==> src/rtl/sipo_deser.sv <==
// Serial-in/parallel-out deserializer: qualified serial bits are framed into WIDTH-bit words
// and handed out through a registered valid/ready slot with sticky overrun on dropped words.
module sipo_deser #(
  parameter int WIDTH     = 8,
  parameter bit LSB_FIRST = 1'b1,
  localparam int CW       = $clog2(WIDTH)
) (
  input  logic             clk,
  input  logic             rst_n,
  input  logic             clr,
  input  logic             si,
  input  logic             si_valid,
  output logic [WIDTH-1:0] pout,
  output logic             pout_valid,
  input  logic             pout_ready,
  output logic [CW-1:0]    bit_cnt,
  output logic             overrun
);

  logic [WIDTH-1:0] sh;
  logic [WIDTH-1:0] sh_next;
  logic             accept;
  logic             word_done;
  logic             slot_free;

  if (LSB_FIRST) begin : g_lsb_first
    assign sh_next = {si, sh[WIDTH-1:1]};
  end else begin : g_msb_first
    assign sh_next = {sh[WIDTH-2:0], si};
  end

  assign accept    = si_valid & ~clr;
  assign word_done = accept && (bit_cnt == CW'(WIDTH - 1));
  assign slot_free = ~pout_valid | pout_ready;

  // Shift/framing path: keeps running even while the output slot is stalled.
  always_ff @(posedge clk or negedge rst_n) begin
    if (!rst_n) begin
      sh      <= '0;
      bit_cnt <= '0;
    end else if (clr) begin
      sh      <= '0;
      bit_cnt <= '0;
    end else if (si_valid) begin
      sh      <= sh_next;
      bit_cnt <= word_done ? '0 : bit_cnt + CW'(1);
    end
  end

  // Output slot; a word completing while the slot is free loads without a bubble.
  always_ff @(posedge clk or negedge rst_n) begin
    if (!rst_n) begin
      pout       <= '0;
      pout_valid <= 1'b0;
      overrun    <= 1'b0;
    end else begin
      if (clr) begin
        overrun <= 1'b0;
      end
      if (word_done) begin
        if (slot_free) begin
          pout       <= sh_next;
          pout_valid <= 1'b1;
        end else begin
          overrun <= 1'b1;
        end
      end else if (pout_valid && pout_ready) begin
        pout_valid <= 1'b0;
      end
    end
  end

endmodule

==> config.mk <==
export PLATFORM = sky130hd
export DESIGN_NAME = sipo_deser
export DESIGN_NICKNAME = d
export VERILOG_FILES = /design/src/rtl/sipo_deser.sv
export SDC_FILE = /design/constraint.sdc
export NUM_CORES = 1
export LEC_CHECK = 0
export BUFFER_PORTS_ARGS = -buffer_cell sky130_fd_sc_hd__clkbuf_2
export CAP_MARGIN = 15
export CORE_MARGIN = 3
export CORE_UTILIZATION = 54
export DETAILED_ROUTE_END_ITERATION = 6
export HOLD_SLACK_MARGIN = 0.12
export PLACE_DENSITY = 0.83
export SLEW_MARGIN = 20
export SYNTH_ARGS = -nofsm -noshare
export SYNTH_HDL_FRONTEND = slang
export SYNTH_SLANG_ARGS = --single-unit
==> constraint.sdc <==
create_clock -name clk -period 3.3 [get_ports clk]
set_input_delay 0.495 -clock clk [delete_from_list [all_inputs] [get_ports clk]]
set_output_delay 0.495 -clock clk [all_outputs]
set_load 0.01 [all_outputs]
== After elaboration in Yosys (flattened, before gate mapping) ==
Cells that the tools add are included.

* Flip-flop bits (word level): 21
* Word-level logic and storage cells: 29

* $add $sub $neg: 1
* Equality and inequality tests: 2
* Mux-type cells: 11
* Bitwise logic cells: 4
* Reduce and logical (&&, ||, !) cells: 6

{| class="wikitable"
|+ Operator list
! operator !! count
|-
| two-way mux 8 bit || 2
|-
| two-way mux 3 bit || 3
|-
| two-way mux 1 bit || 6
|-
| AND reduction 2 bit || 2
|-
| nonzero test 2 bit || 2
|-
| adder 3 x 1 -> 3 bit (second input constant) || 1
|-
| == test 3 bit (second input constant) || 1
|-
| logical AND 1 bit || 2
|-
| inequality test 2 x 1 -> 1 bit (second input constant) || 1
|-
| NOT 1 bit || 2
|-
| bitwise AND 1 bit || 1
|-
| bitwise OR 1 bit || 1
|}

== Depth between registers and ports, before layout ==
* Word-level depth: 6
* Depth in mapped cells: 5
* Depth with buffers taken out: 5

== Worst setup path after synthesis ==
Ideal clock, no wire load.

* Kind: register to register
* Start point: reg bit_cnt[0]
* End point: reg pout[7]
* Data arrival time: 1480 ps
* Path slack: 1696 ps
* Stages on the path, launching flop included: 6
* Cell sequence: dfrtp_1 > ha_1 > ha_1 > nand2_1 > nor3_4 > mux2_2

* Cells in the longest elaborated chain, start to end: 3

{| class="wikitable"
|+ Ends and longest elaborated chain
! item !! line !! RTL
|-
| start: declaration || 16 || <nowiki>output logic [CW-1:0] bit_cnt,</nowiki>
|-
| start signal: assignment || 46 || <nowiki>bit_cnt <= word_done ? '0 : bit_cnt + CW'(1);</nowiki>
|-
| == test 3 bit || 33 || <nowiki>assign word_done = accept && (bit_cnt == CW'(WIDTH - 1));</nowiki>
|-
| logical AND 1 bit || 33 ||
|-
| AND reduction 2 bit (no source line) || n/a ||
|-
| end signal: assignment || 62 || <nowiki>pout <= sh_next;</nowiki>
|-
| end: declaration || 13 || <nowiki>output logic [WIDTH-1:0] pout,</nowiki>
|}

No other way between the ends.
A chain may end at the register's enable or synchronous reset.

== Final worst setup path ==
* Start point: reg bit_cnt[0]
* End point: reg pout[6]

The elaborated chain is that of the path after synthesis.

==> metrics.csv <==
metric;value;unit
hp-class;input port to async pin;
grt_pass1_vias;470;
antenna_cells;0;
grt_setup_unrepaired;false;
dr_total_vias;496;
vias_per_cell;5.22;
clkSinkCount;20;
crit_path_end;pout[6];
die_height;44.8;um
drive_above_1_share;38.8;%
crit_path_start;bit_cnt[0];
area_growth;16.7;%
fp.coreArea;1350;um2
netlist_area;815;um2
mostFrequentLayoutCells;dfrtp_1 (20), clkbuf_2 (18), nor2_1 (11);
synth_xor_area_share;0;%
grt_max_degree;21;
synthMuxAreaShare;22.1;%
ff2ff_setup_slack;1.55;ns
met1_length;568;um
cts_setup_buffers;0;
gr-total-overflow;0;
cts_made_buffers;3;
yosys_warnings;0;
powerDensity;433;nW/um2
final_nets;89;
dieArea;2010;um2
mostFrequentLayoutCell;dfrtp_1;
ctsHoldBuffers;0;
critPathKind;register to register;
drtIter0Drc;1;
synthSimpleGateAreaFrac;9.98;%
ir_worst_vdd;0.354;mV
drtPass1Iterations;4;
min_period;1.75;ns
grt_pass1_wl;2010;um
antenna_found_initial;0;
top_layer_used;met3;
die_x;44.8;um
final_hold_viol_count;0;
htreeDepth;1;
slew_headroom;68.6;%
drv_cap;0;
synth_top_family_by_area;multiplexers;
route.detailed.drc;0;
cts_resized;0;
track_usage;13.4;%
p_leak;0.522;nW
ios;19;
avgSynthCellArea;13.6;um2
crit_arrival;1.92;ns
ant_nets;0;
critPathLaunchType;register;
worst_pin_slew;0.471;ns
status;finished clean;
r2r_start;bit_cnt[0];
fin_skew;0.00451;ns
start_util;60.3;%
place.port_buffers;18;
fillCellCount;106;
yosysSeqAreaShare;61.4;%
ys_ff_latch;20;
cts_buffer_depth;2;
root_buffer;clkbuf_4;
required;3.48;ns
final_cells;95;
syn_nets;68;
fmax;0.573;GHz
tns;0;ns
synth_fa_ha_area_share;3.07;%
clk_latency;0.29;ns
r2r_end;pout[6];
maxSlewViolCount;0;
placed_cells;91;
synthCells;60;
wl_met2;497;um
multi_input_area;305;um2
fin_crit_sh;52.9;%
area.sequential;500;um2
rows;13;
setup_viol;0;
synth_cell_types;15;
synth_compound_area_share;2.30;%
met3_length;76;um
critPathMaxFanout;8;
clk_pin_slew;0.11;ns
globalplace.congestion;0.651;
endpoint_kind;register;
cts_tree;built;
detail_route.wl_per_cell;12.0;um
drt-total-wl;1140;um
reg2reg_depth;5;
power breakdown:
part           leakage (nW)  internal, mW  switching, mW
Clock                0.0210        0.0671         0.0679
Combinational         0.224       0.00961         0.0156
Sequential            0.277         0.249        0.00282
Total                 0.522         0.325         0.0863
synth_stat cells (all sizes together):
cell / n / share of area (%)
a21oi: 1 / 0.61
a31oi: 1 / 0.77
buf: 1 / 0.61
clkbuf: 1 / 0.46
dfrtp: 20 / 61
ha: 2 / 3.1
mux2: 8 / 11
mux2i: 9 / 11
nand2: 1 / 0.46
nand2b: 1 / 0.77
nand3b: 1 / 0.92
nor2: 11 / 5.1
nor2b: 1 / 0.77
nor3: 1 / 2.0
o21bai: 1 / 0.92
final cells by class:
| class | instances | area share [%] |
|---|---|---|
| Timing Repair Buffer | 18 | 9.47 |
| Tap cell | 15 | 1.97 |
| Clock buffer | 4 | 3.82 |
| Multi-Input combinational cell | 38 | 32.1 |
| Sequential cell | 20 | 52.6 |
through the flow:
| stage | worst slack, ns | util (%) | power, mW | hold slack [ns] | area (um2) |
|---|---|---|---|---|---|
| 2_1_floorplan | 1.70 | - | 0.270 | 0.199 | 815 |
| 3_3_place_gp | 1.48 | 67.7 | 0.281 | 0.466 | 915 |
| 3_5_place_dp | 1.45 | 67.7 | 0.282 | 0.474 | 915 |
| 4_1_cts | 1.54 | 70.4 | 0.417 | 0.146 | 951 |
| 5_1_grt | 1.40 | 70.4 | 0.430 | 0.146 | 951 |
| 6_report | 1.55 | 70.4 | 0.412 | 0.137 | 951 |
cell families (layout without fill, tap and decap cells):
logic type,count (synthesis),in the layout
DFF,20,20
adders and majority gates,2,2
muxes,17,17
buffers and inverters,2,22
and+or+nand+nor,16,16
AOI/OAI and AO/OA,3,3
state kept, by name, summed over array words and instances, names as in the netlist:
register and flops:
overrun 1, bit_cnt 3, sh 7, pout_valid 1, pout 8
layer usage:
layer  GRT usage, %  vias up
li1               -      245
met1           20.2      236
met2           20.1       15
met3           3.59        0
met4           1.75        0
met5              0        -
worst min path at each step:
stage / endpoint
5_1_grt: pout_valid
6_report: bit_cnt[2]
2_1_floorplan: bit_cnt[0]
3_5_place_dp: bit_cnt[2]
3_3_place_gp: bit_cnt[2]
4_1_cts: bit_cnt[2]
worst max-delay path, stage by stage (launching register included):
cell and delay (ns):
dfrtp_1 0.40, ha_1 0.16, ha_1 0.20, nand2_1 0.12, nor3_4 0.37, mux2_2 0.39
No activity file was read; power rests on OpenSTA's default activity.
